File: src/rtl/score_keeper_if.sv
// Score keeper bus: button levels and clear in, score digits and display scan out.
// The master side drives the buttons; the slave side is the score keeper itself.
interface score_keeper_if;
  logic       _hit;
  logic       _miss;
  logic       _clear;
  logic [3:0] points;
  logic [1:0] digit_en;
  logic [3:0] score_tens;
  logic [3:0] score_ones;
  logic       game_won;

  modport master (
    output _hit, _miss, _clear,
    input  points, digit_en, score_tens, score_ones, game_won
  );

  modport slave (
    input  _hit, _miss, _clear,
    output points, digit_en, score_tens, score_ones, game_won
  );
endinterface

File: src/rtl/score_keeper.sv
// Saturating 2-digit BCD score with edge-detected hit/miss and a multiplexed digit scan.
// Optional: SCORE_KEEPER_BLANK_LEADING_ZERO_EN blanks the tens digit while it is zero.
module score_keeper #(
  parameter int MAX_SCORE = 99,
  parameter int SCAN_DIV  = 50000,
  parameter int SCAN_W    = 16
) (
  input logic           _clk,
  input logic           _reset,
  score_keeper_if.slave bus
);

  localparam logic [3:0]        MAX_TENS  = 4'(MAX_SCORE / 10);
  localparam logic [3:0]        MAX_ONES  = 4'(MAX_SCORE % 10);
  localparam logic [SCAN_W-1:0] SCAN_LAST = SCAN_W'(SCAN_DIV - 1);

  logic              hit_q_reg, miss_q_reg;
  logic [3:0]        tens_reg, ones_reg;
  logic [3:0]        tens_next, ones_next;
  logic              won_reg;
  logic [SCAN_W-1:0] scan_cnt_reg;
  logic              digit_sel_reg;

  logic hit_edge, miss_edge, at_max, at_zero;

  assign hit_edge  = bus._hit  & ~hit_q_reg;
  assign miss_edge = bus._miss & ~miss_q_reg;
  assign at_max    = (tens_reg == MAX_TENS) && (ones_reg == MAX_ONES);
  assign at_zero   = (tens_reg == 4'd0) && (ones_reg == 4'd0);

  always_comb begin
    tens_next = tens_reg;
    ones_next = ones_reg;
    if (bus._clear) begin
      tens_next = 4'd0;
      ones_next = 4'd0;
    end else if (hit_edge && !miss_edge && !at_max) begin
      if (ones_reg == 4'd9) begin
        ones_next = 4'd0;
        tens_next = tens_reg + 4'd1;
      end else begin
        ones_next = ones_reg + 4'd1;
      end
    end else if (miss_edge && !hit_edge && !at_zero) begin
      if (ones_reg == 4'd0) begin
        ones_next = 4'd9;
        tens_next = tens_reg - 4'd1;
      end else begin
        ones_next = ones_reg - 4'd1;
      end
    end
  end

  // Edge-detect history resets high so a button held through reset needs a fresh press.
  always_ff @(posedge _clk or posedge _reset) begin
    if (_reset) begin
      hit_q_reg  <= 1'b1;
      miss_q_reg <= 1'b1;
      tens_reg   <= 4'd0;
      ones_reg   <= 4'd0;
      won_reg    <= 1'b0;
    end else begin
      hit_q_reg  <= bus._hit;
      miss_q_reg <= bus._miss;
      tens_reg   <= tens_next;
      ones_reg   <= ones_next;
      won_reg    <= (tens_next == MAX_TENS) && (ones_next == MAX_ONES);
    end
  end

  always_ff @(posedge _clk or posedge _reset) begin
    if (_reset) begin
      scan_cnt_reg  <= '0;
      digit_sel_reg <= 1'b0;
    end else if (scan_cnt_reg == SCAN_LAST) begin
      scan_cnt_reg  <= '0;
      digit_sel_reg <= ~digit_sel_reg;
    end else begin
      scan_cnt_reg  <= scan_cnt_reg + SCAN_W'(1);
    end
  end

  logic [3:0] points_mux;
  logic [1:0] digit_en_mux;

  always_comb begin
    points_mux   = ones_reg;
    digit_en_mux = 2'b10;
    if (digit_sel_reg) begin
      points_mux   = tens_reg;
      digit_en_mux = 2'b01;
`ifdef SCORE_KEEPER_BLANK_LEADING_ZERO_EN
      if (tens_reg == 4'd0) begin
        points_mux   = 4'd0;
        digit_en_mux = 2'b11;
      end
`endif
    end
  end

  assign bus.points     = points_mux;
  assign bus.digit_en   = digit_en_mux;
  assign bus.score_tens = tens_reg;
  assign bus.score_ones = ones_reg;
  assign bus.game_won   = won_reg;

endmodule
File: src/flat_wrapper.sv
// flat-port wrapper written by rule: the top's interface ports become plain ports
module score_keeper_flat 
#(
  parameter int MAX_SCORE = 99,
  parameter int SCAN_DIV  = 50000,
  parameter int SCAN_W    = 16
)
  (_clk, _reset, bus__hit, bus__miss, bus__clear, bus_points, bus_digit_en, bus_score_tens, bus_score_ones, bus_game_won);
  score_keeper_if bus_i ();
  input logic _clk;
  input logic _reset;
  input wire logic [$bits(bus_i._hit)-1:0] bus__hit;
  input wire logic [$bits(bus_i._miss)-1:0] bus__miss;
  input wire logic [$bits(bus_i._clear)-1:0] bus__clear;
  output wire logic [$bits(bus_i.points)-1:0] bus_points;
  output wire logic [$bits(bus_i.digit_en)-1:0] bus_digit_en;
  output wire logic [$bits(bus_i.score_tens)-1:0] bus_score_tens;
  output wire logic [$bits(bus_i.score_ones)-1:0] bus_score_ones;
  output wire logic [$bits(bus_i.game_won)-1:0] bus_game_won;
  assign bus_i._hit = bus__hit;
  assign bus_i._miss = bus__miss;
  assign bus_i._clear = bus__clear;
  assign bus_points = bus_i.points;
  assign bus_digit_en = bus_i.digit_en;
  assign bus_score_tens = bus_i.score_tens;
  assign bus_score_ones = bus_i.score_ones;
  assign bus_game_won = bus_i.game_won;
  score_keeper #(.MAX_SCORE(MAX_SCORE), .SCAN_DIV(SCAN_DIV), .SCAN_W(SCAN_W)) u_core (._clk(_clk), ._reset(_reset), .bus(bus_i));
endmodule
File: config.mk
export PLATFORM = sky130hd
export DESIGN_NAME = score_keeper_flat
export DESIGN_NICKNAME = d
export VERILOG_FILES = /design/src/rtl/score_keeper_if.sv /design/src/rtl/score_keeper.sv /design/src/flat_wrapper.sv
export SDC_FILE = /design/constraint.sdc
export NUM_CORES = 1
export LEC_CHECK = 0
export CAP_MARGIN = 20
export CORE_UTILIZATION = 42
export CTS_BUF_LIST = sky130_fd_sc_hd__clkbuf_2
export DETAILED_ROUTE_END_ITERATION = 12
export SYNTH_ARGS = -nofsm -noshare
export SYNTH_HDL_FRONTEND = slang
export SYNTH_SLANG_ARGS = --single-unit
File: constraint.sdc
create_clock -name _clk -period 3.6 [get_ports _clk]
set_clock_uncertainty 0.05 [all_clocks]
set_input_delay 0.54 -clock _clk [delete_from_list [all_inputs] [get_ports _clk]]
set_output_delay 0.54 -clock _clk [all_outputs]
set_load 0.005 [all_outputs]
==> results.md <==
* Status: completed
* Non-Filler Instances at between 200 and 250
* Slowest CP cell: dfrtp_1
* Setup crit start kind: flip-flop
* Clock share of power at between 10% and 20%
* CP Data Required Time at around 3.8 ns
* Final Wtd Congestion at 0.854
* Register share of total power at approximately 57%
* Synth Net Count at between 150 and 200
* Critical path, cell by cell: inv_1, ha_1, nor3b_2, nor4b_4, o21ai_0, a221oi_1, nor4_2
* Largest cells by area after synthesis: dfrtp_1, ha_1, xnor2_1
* Pint at ~430 uW
* Number of antenna violations at the first check in global routing at 0
* Relative slew margins at between 60% and 70%
* Max FFs per register at 16
* RSZ-0062 raised after global routing: false
* Synth Cell Area at roughly 1700 um^2
* Post-CTS resize count at 0
* EDFF count, synth at 0
* Max-Cap Viols at 0
* Final min period at 2.48 ns
* # rows at 22
* Iter 0 DRT Violations at between 60 and 70
* Total die area at ~4400 um^2
* Vias in the first global route at 1,277
* Slew Limit Fails at 0
* Comb power frac at 25.0%
* Clock Tree Root: clkbuf_2
* First-pass DRT Iterations at 4
* Synth Warn # at 0
* Mean number of vias per cell at 5.51
* Number of port buffers at 19
* Placed insts at between 200 and 250
* Starting density of the core at between 40% and 50%
* Total area of sequential cells at around 700 um^2
* Clk slew on worst S/H paths at ~0.27 ns
* Total CTS buffers at 3
* Most frequent cells in the layout: dfrtp_1, nor2_1, clkdlybuf4s50_1
* Kind of end point of the critical path: flip-flop
* # Post-CTS Setup Buffers at 0
* Buf+Inv Stages, Crit Path at 1
* CP top delay family: simple AND/OR/NAND/NOR gates
* Mean Syn Cell Area at 10.1 um^2
* Sequential element share of the synthesized area at between 40% and 50%
* First-pass GRT wire length at 6270 um
* Yosys top cell by area: dfrtp_1
* Core ar. at around 3800 um^2
* Final setup fails at 0
* Sw Share at just over 30%
* DRC viols at 0
* Share of the synthesized area in the top cell type at 37.6%
* Max VDD drop at around 0.00027 V
* N_diodes at 0
* WL/cell at roughly 15 um
* Synth cell types at 51
* GRT Overall Usage at roughly a fifth
* Layout cells sized above 1 at ~12%
* Largest net degree at the start of global routing at 29
* Slew at the pin with the worst max-slew slack at 0.580 ns
* Sink Count at 28
* Multi-input gate area at between 900 and 1000 um^2
* Hold-fix buffer count after cts at 0
* Fmax at around 400 MHz
* Slowest cell delay on critical path at about 0.54 ns
* Vert. Die Dim at 66.2 um
* Setup TNS at 0 ns
* Async SR Flop Fraction at 100%
* Commonest non-fill, non-tap cell in the layout: dfrtp_1
* Clk buf depth at 2
* Post-synth top flop: dfrtp_1
* Worst Hold Class: primary input to async pin
* Crit Path Max Fanout at 10
* CTS tree: yes
* Filler instances at about 340
* Total congestion overflow at 0
* Clock latency on the worst-skew pair at between 0.3 and 0.4 ns
* Number of H-tree levels at 1
* Routed vias at about 1.3k
* Area growth syn-to-layout at 15.6%
* Post-DRT Antenna Nets at 0
* DRT Wirelength at roughly 3500 um
* Final Hold Fails at 0
* Power density over the cells at 309 nW/um^2
* Hpwl dp at between 2000 and 3000 um
* Num ports at 20
* Yosys reg bits at 28
* Net switching power at between 150 and 200 uW
* Pleak at ~0.82 nW
* Chip Width at 66.2 um
* Post-Synthesis Cells at roughly 170
* Final period util at 69.0%
* CP Class: flip-flop to flip-flop
* CP Data Arrival Time at 2.71 ns
* Final nets at a little over 200
==> cells in the mapped netlist (3+ instances only) <==
| cell type | number |
|---|---|
| xnor2_1 | 10 |
| and3_1 | 4 |
| ha_1 | 8 |
| nor2b_1 | 3 |
| xor2_1 | 8 |
| inv_1 | 8 |
| o21ai_0 | 5 |
| nor3_1 | 7 |
| nand4_1 | 3 |
| a21oi_1 | 3 |
| nand3_1 | 9 |
| nor2_1 | 19 |
| dfrtp_1 | 26 |
| nand2_1 | 11 |
==> logic make-up after synthesis <==
logic type	share of synthesized area (%)
adder cells (fa/ha/maj)	5.79
buffers and inverters	3.26
XOR/XNOR	9.12
multiplexers	1.88
AO/OA/AOI/OAI	13.8
flip-flops	40.7
AND/OR/NAND/NOR	25.5
==> final timing paths <==
path / startpoint / slack, ns / endpoint / cells past startpoint
setup / recovery: u_core.bus.score_ones[0]$_DFF_PP0_ / 1.12 / u_core.bus.game_won$_DFF_PP0_ / 7
hold / removal: _reset / 0.30 / u_core.bus.score_tens[2]$_DFF_PP0_ / 2
setup reg to reg: u_core.bus.score_ones[0]$_DFF_PP0_ / 1.12 / u_core.bus.game_won$_DFF_PP0_ / 7
hold reg to reg: u_core.scan_cnt_reg[13]$_DFF_PP0_ / 0.47 / u_core.scan_cnt_reg[13]$_DFF_PP0_ / 1
max in group asynchronous: _reset / 2.69 / u_core.hit_q_reg$_DFF_PP1_ / 3
min in group _clk: u_core.scan_cnt_reg[13]$_DFF_PP0_ / 0.47 / u_core.scan_cnt_reg[13]$_DFF_PP0_ / 1
==> metrics by stage <==
stage | utilization, % | worst slack, ns | cell area (um^2) | hold WS (ns) | power [mW]
floorplan | - | 1.44 | 1730 | 0.410 | 0.450
global placement | 51.4 | 0.945 | 1950 | 0.433 | 0.503
detailed placement | 51.4 | 0.892 | 1950 | 0.434 | 0.505
global route | 52.6 | 0.887 | 2000 | 0.284 | 0.657
CTS | 51.9 | 1.11 | 1970 | 0.463 | 0.618
finish | 52.6 | 1.12 | 2000 | 0.300 | 0.617
==> final cells by class <==
type	count	share of cell area, %
Multi-Input combinational cell	131	48.5
Sequential cell	28	35.2
Timing Repair Buffer	20	10.9
Tap cell	48	3.00
Inverter	8	1.50
Clock buffer	3	0.751
Clock inverter	1	0.188
==> metal layers <==
metal / wire (um) / share of wire, % / track usage [%] / up-vias
li1: - / - / - / 656
met1: 1800 / 51 / 28.8 / 622
met2: 1540 / 43 / 27.6 / 37
met3: 194 / 5.5 / 3.62 / 2
met4: 18 / 0.51 / 3.19 / 0
met5: 0 / 0 / 0 / -
==> power by group through the flow <==
stage,Sequential (mW),Combinational [mW],Clock [mW]
floorplan,0.348,0.101,0
global placement,0.354,0.149,0
detailed placement,0.355,0.150,0
CTS,0.349,0.151,0.117
global route,0.353,0.171,0.133
finish,0.349,0.154,0.113
==> worst register-to-register path, stage by stage, from the launching register on <==
cell      delay [ns]
dfrtp_1         0.54
inv_1           0.16
ha_1            0.26
nor3b_2         0.28
nor4b_4         0.41
o21ai_0         0.14
a221oi_1        0.48
nor4_2          0.10
Note: power is estimated with default switching activity, not from simulation.
